===== src/rtl/gfx_defs.sv =====
// Shared raster definitions: tile size, coordinate width, fragment and lane-index types.
`ifndef GFX_RASTER_SIZE
`define GFX_RASTER_SIZE 4
`endif
`ifndef GFX_RASTER_BITS
`define GFX_RASTER_BITS 8
`endif

package gfx_defs;
  localparam int RASTER_SIZE  = `GFX_RASTER_SIZE;
  localparam int RASTER_LANES = RASTER_SIZE * RASTER_SIZE;

  typedef struct packed {
    logic [`GFX_RASTER_BITS-1:0] y;
    logic [`GFX_RASTER_BITS-1:0] x;
  } frag_xy;

  typedef logic [$clog2(RASTER_LANES)-1:0] raster_lane_idx;

  typedef enum logic {ST_IDLE, ST_DRAIN} funnel_state_e;
endpackage


===== src/rtl/gfx_raster_funnel_pick.sv =====
// Lowest-set-bit priority encoder over the pending-lane mask, plus any / exactly-one flags.
module gfx_raster_funnel_pick #(
  parameter  int LANES = 16,
  localparam int IW    = (LANES > 1) ? $clog2(LANES) : 1
) (
  input  logic [LANES-1:0] mask,
  output logic [IW-1:0]    index,
  output logic             any,
  output logic             onehot_single
);
  always_comb begin
    index = '0;
    for (int i = LANES - 1; i >= 0; i--)
      if (mask[i]) index = IW'(i);
  end

  assign any           = |mask;
  assign onehot_single = any && ((mask & (mask - LANES'(1))) == '0);
endmodule


===== src/rtl/gfx_raster_funnel.sv =====
// Serializes painted fine-raster lanes into one valid/ready fragment stream, lowest lane first.
// Optional counters enabled by defining GFX_RASTER_FUNNEL_STATS_EN.
module gfx_raster_funnel
  import gfx_defs::*;
#(
  parameter  int SIZE  = `GFX_RASTER_SIZE,
  localparam int LANES = SIZE * SIZE,
  localparam int LW    = $clog2(LANES)
) (
  input  logic                   clk,
  input  logic                   rst,
  input  logic                   in_valid,
  input  frag_xy [LANES-1:0]     in_frag,
  input  logic   [LANES-1:0]     in_paint,
  output logic                   stall,
  output logic                   out_valid,
  input  logic                   out_ready,
  output frag_xy                 out_frag,
  output logic   [LW-1:0]        out_lane,
  output logic                   out_last
`ifdef GFX_RASTER_FUNNEL_STATS_EN
  ,
  input  logic                   stats_clear,
  output logic   [31:0]          stat_frags,
  output logic   [31:0]          stat_batches
`endif
);
  funnel_state_e         state_q, state_d;
  logic   [LANES-1:0]    mask_q, mask_d;
  frag_xy [LANES-1:0]    held_q;
  logic   [LW-1:0]       pick_idx;
  logic                  pick_any, pick_single;
  logic                  drain, accept, capture;

  gfx_raster_funnel_pick #(.LANES(LANES)) u_pick (
    .mask          (mask_q),
    .index         (pick_idx),
    .any           (pick_any),
    .onehot_single (pick_single)
  );

  assign drain     = (state_q == ST_DRAIN);
  assign out_valid = drain && pick_any;
  assign out_lane  = pick_idx;
  assign out_frag  = held_q[pick_idx];
  assign out_last  = drain && pick_single;
  // Only combinational input->output path: releasing stall on the final accepted beat.
  assign stall     = drain && !(out_ready && out_last);

  always_comb begin
    state_d = state_q;
    mask_d  = mask_q;
    capture = 1'b0;
    accept  = out_valid && out_ready;
    if (accept) begin
      mask_d = mask_q & ~(LANES'(1) << pick_idx);
      if (out_last) state_d = ST_IDLE;
    end
    // Capture when idle, or on the edge the last beat leaves (no bubble between batches).
    if (in_valid && (|in_paint) && (!drain || (accept && out_last))) begin
      capture = 1'b1;
      mask_d  = in_paint;
      state_d = ST_DRAIN;
    end
  end

  always_ff @(posedge clk or posedge rst) begin
    if (rst) begin
      state_q <= ST_IDLE;
      mask_q  <= '0;
      held_q  <= '0;
    end else begin
      state_q <= state_d;
      mask_q  <= mask_d;
      if (capture) held_q <= in_frag;
    end
  end

`ifdef GFX_RASTER_FUNNEL_STATS_EN
  always_ff @(posedge clk or posedge rst) begin
    if (rst) begin
      stat_frags   <= '0;
      stat_batches <= '0;
    end else if (stats_clear) begin
      stat_frags   <= '0;
      stat_batches <= '0;
    end else begin
      if (accept)  stat_frags   <= stat_frags + 32'd1;
      if (capture) stat_batches <= stat_batches + 32'd1;
    end
  end
`endif
endmodule

===== config.mk =====
export PLATFORM = sky130hd
export DESIGN_NAME = gfx_raster_funnel
export DESIGN_NICKNAME = d
export VERILOG_FILES = /design/src/rtl/gfx_defs.sv /design/src/rtl/gfx_raster_funnel_pick.sv /design/src/rtl/gfx_raster_funnel.sv
export SDC_FILE = /design/constraint.sdc
export NUM_CORES = 1
export LEC_CHECK = 0
export BUFFER_PORTS_ARGS = -buffer_cell sky130_fd_sc_hd__clkbuf_2
export CAP_MARGIN = 30
export CORE_ASPECT_RATIO = 1.4
export CORE_UTILIZATION = 45
export CTS_CLUSTER_DIAMETER = 60
export DETAILED_ROUTE_END_ITERATION = 7
export PLACE_DENSITY = 0.69
export SLEW_MARGIN = 20
export SYNTH_ARGS = -nofsm -noshare
export SYNTH_HDL_FRONTEND = slang
export SYNTH_SLANG_ARGS = --single-unit

===== constraint.sdc =====
create_clock -name clk -period 12.28 [get_ports clk]
set_clock_uncertainty 0.2 [all_clocks]
set_input_delay 0.614 -clock clk [delete_from_list [all_inputs] [get_ports clk]]
set_output_delay 0.614 -clock clk [all_outputs]
set_load 0.02 [all_outputs]

-- After elaboration in Yosys (flattened, before gate mapping)
Index checks and enable logic that the tools add are counted.
Widths: inputs -> output; s select.
- input bits: 276
- logic and storage cells: 82
- output and inout bits: 23
- register bits after elaboration: 273
- shifts and indexed selects: 1
- order comparisons: 1
- muxes and demuxes: 24
- reductions and logical operators: 18
- bitwise operators: 3
- add/sub/neg operators: 1
- operators with widths (operator ; number):
    $bmux 16 s4 ; 1
    $mux 4 ; 16
    $mux 16 ; 3
    $and 16x16->16 ; 2
    $reduce_or 16->1 ; 2
    $logic_not 16->1 ; 1
    $not 16->16 ; 1
    $shl 1x4->16 const A ; 1
    $sub 16x1->16 const B ; 1
    $logic_and 1x1->1 ; 9
    $lt 4x5->1 const B ; 1
    $mux 1 ; 4
    $reduce_bool 2->1 ; 2
    $logic_not 1->1 ; 2
    $reduce_and 2->1 ; 1
    $logic_or 1x1->1 ; 1

-- Logic depth before layout (Yosys ltp)
- depth in word-level cells: 21
- gate-level depth with buffers: 12
- gate-level depth less buffers: 9

-- Cells and area by module
From an unflattened synthesis, not the netlist that was laid out.
- cells, all modules: 815
- area, all modules: 12731.0 um^2
- by module, submodules not included (module ; cells each ; times used ; area an instance (um^2) ; sequential area each (um^2)):
    gfx_raster_funnel ; 764 ; 1 ; 12403.1 ; 6831.6
    gfx_raster_funnel_pick ; 51 ; 1 ; 327.8 ; 0.0

-- Least setup slack after synthesis
No wires, ideal clock.
- kind: reg-to-output
- start point: register mask_q[6]
- end point: output out_frag[11] (netlist bit)
- buffers on the path: 2
- path slack: 8804 ps
- cell stages (with the launch flop): 11
- arrival time: 2662 ps
- required time: 11466 ps
- cells stage by stage: dfrtp_1 > clkbuf_1 > or4_1 > a31o_2 > nand2_1 > inv_1 > nand2_1 > clkbuf_1 > or3_1 > o311ai_0 > o21ai_0
- RTL lines (item ; line ; RTL):
    start: declaration ; gfx_raster_funnel.sv:29 ; logic [LANES-1:0] mask_q, mask_d;
    start signal: assignment ; gfx_raster_funnel.sv:74 ; mask_q <= mask_d;
    end: declaration ; gfx_raster_funnel.sv:18 ; output frag_xy out_frag,

==> metrics.txt <==
final std cells w/o fill=2,331; ANT nets after route=0; cells resized by post-CTS repair=0; synthesized area=12,900 µm²; area grow syn2layout=20.5%; RSZ-0062 raised after global routing=no; WP data arrival=4340 ps; WL final=42.4 mm; slowest CP cell=a22oi_1; synth top area cells=dfrtp_1 (53%), nand2_1 (29%), nand3_1 (3.0%); max-cap viol count=0; Rows=73; slew of the pin with the lowest slew margin=874 ps; DR DRC count=0; Yosys top cell area share=0.528; hold crit path type=input pin to flip-flop; Setup CP Type=flip-flop to primary output; # port buffers=298; mean post-synth cell area=7.64 µm²; top_reg_cell synth=dfrtp_1; Placed Area=14,600 µm²; fin area=15,600 µm²; Final WS setup=7130 ps; # IOs=299; CTS H-tree lvls=1; post-route setup TNS=0 ps; Crit Path Max Fanout=20; vias in the first global route=11,900; die area=29,400 µm²; fill cell count=2,741; initial antenna violation count=0; Peak VDD IR=0.228 mV; # diodes=0; Clock Latency Late Sink=550 ps; Peak Freq=194 MHz; # setup viols final=0; Slew headroom=0.417; pre-CTS setup slack=7710 ps; Netlist cell types=50; Post-CTS Setup Repair Bufs=0; DP Cell Count=2,277; Synth area leader=dfrtp_1; share of layout cells above drive strength 1=0.195; status=complete, no violations; final-report max-slew violation count=0; post-DP HPWL=30.2 mm; number of buffers and inverters on the critical path=3; first-pass iteration count of the detailed router=5; delay of the slowest critical-path stage=570 ps; gr ovfl total=0; number of enable flip-flop cells after synthesis=0; largest net degree at the start of global routing=124; routed vias=12,100; number of vias per cell=5.20; Clock Root Buffer=clkbuf_16; die height=203 µm; Power Density=334 nW/µm²; minimum clock period=5150 ps; Total GRT Usage=0.292; Final Wtd Congestion=0.926; leak pwr=8.38 nW; Layout Nets=2,212; wire per inst=18.2 µm; hold slack final=53.5 ps; worst path cell trace=or2_2, a22o_1, a31oi_1, inv_2, nand2_1, buf_4, a21oi_1, a22oi_1, nand3_1, o21ai_0, clkbuf_2; Top delay family on crit path=compound AO/OA/AOI/OAI gates; Syn. warnings=0; Core Box Area=28,300 µm²; register area share after synthesis=0.528; Initial Util=0.457; asr flop ratio synth=1.00; TritonCTS Buffers=28; #FFs+latches synth=273; cell count after synthesis=1,692; Hold Vio Cnt, Final=0; crit end category=primary output; CTS tree=done; Critical Path Start Type=flip-flop; Final Cycle Share=0.420; global-route wire length before repair=66.2 mm; Worst-path clk slew=70 ps; clk buf depth=3; Critical Path RT=11,470 ps; Die X=145 µm; Detailed Route Iter0 Violations=808; syn_nets=1,968; clock sink count=273
[worst register-to-register path, delay by kind of cell (launching register included)]
kind | cells | cell delay (ps)
flip-flops | 1 | 470
AO/OA/AOI/OAI | 2 | 330
AND/OR/NAND/NOR | 6 | 1680
buffers and inverters | 3 | 1810
[kinds of logic after synthesis]
| kind of cell | count (synthesis) | share of synthesized area |
|---|---|---|
| buffers and inverters | 114 | 0.0433 |
| adder cells (fa/ha/maj) | 1 | 0.000871 |
| AO/OA/AOI/OAI | 159 | 0.0761 |
| flip-flops | 273 | 0.528 |
| AND/OR/NAND/NOR | 1145 | 0.351 |
[cell type report]
cell class	count	area, µm²	area share
clock inverter	7	42.5	0.00273
multi-input combinational	1305	5560	0.357
sequential	273	6830	0.438
timing repair buffer	320	1780	0.115
tap	375	469	0.0301
clock buffer	43	858	0.0551
inverter	8	37.5	0.00241
[power breakdown]
| part | internal (W) | switching, W | leakage [nW] | total, W |
|---|---|---|---|---|
| clock network | 0.000480 | 0.000360 | 0.451 | 0.000840 |
| logic | 0.000818 | 0.00200 | 4.49 | 0.00282 |
| registers | 0.00131 | 0.000247 | 3.44 | 0.00156 |
[per-layer routing]
| metal | routed length [µm] | share of wire | vias to the layer above | global-route usage |
|---|---|---|---|---|
| met3 | 2500 | 0.059 | 93 | 0.0306 |
| met1 | 17000 | 0.40 | 5674 | 0.376 |
| met4 | 3020 | 0.071 | 0 | 0.193 |
| met2 | 19900 | 0.47 | 478 | 0.470 |
| li1 | - | - | 5884 | - |
| met5 | 0 | 0 | - | 0 |
[per-stage QoR]
step                      total power (W)   util
after floorplan                   0.00334      -
after global placement            0.00430  0.512
after detailed placement          0.00437  0.515
after CTS                         0.00523  0.547
after global routing              0.00560  0.550
final                             0.00521  0.550
[registers in the layout, summed over array words and instances, names as in the netlist]
register,cells
held_q,256
mask_q,16
drain,1
[placed cells by master (no fill, tap or decap), drive strengths merged, types with 2 or more instances in the layout]
cell type and n:
or3 15, nor2 12, nor2b 2, buf 21
a22oi 13, or2 4, nand4 8, or4 2
o311ai 14, a31oi 20, inv 10, clkbuf 341
o21bai 2, o31ai 2, nor3 4, o21ai 44
nor4 7, dfrtp 273, nand2b 2, nand2 1007
a21oi 50, nand3 78, clkinv 5
[final timing paths]
kind	from	to	slack, ps	cells past startpoint
worst max-delay path	mask_q[6]$_DFFE_PP0P_	out_frag[2]	7130	11
worst min-delay path	in_frag[85]	held_q[85]$_DFFE_PP0P_	50	3
worst max register to register	mask_q[14]$_DFFE_PP0P_	held_q[214]$_DFFE_PP0P_	7730	11
worst min register to register	held_q[80]$_DFFE_PP0P_	held_q[80]$_DFFE_PP0P_	270	2
max in group asynchronous	rst	held_q[98]$_DFFE_PP0P_	10050	6
min in group asynchronous	rst	held_q[225]$_DFFE_PP0P_	350	3
[synthesized netlist by cell type, drive strengths merged (4+ instances only)]
| master | count |
|---|---|
| a22oi | 13 |
| nor4 | 7 |
| nand4 | 8 |
| a31oi | 20 |
| nor3 | 4 |
| nand3 | 78 |
| clkbuf | 58 |
| buf | 48 |
| dfrtp | 273 |
| or3 | 15 |
| or2 | 4 |
| nand2 | 1007 |
| o311ai | 14 |
| inv | 8 |
| nor2 | 12 |
| o21ai | 44 |
| a21oi | 50 |
[repair_timing]
item                                    4_1_cts  5_1_grt
hold endpoints to repair                      0       19
endpoints found under the setup margin        0        0
hold buffers                                  0        1
No activity file was read; power rests on OpenSTA's default activity.
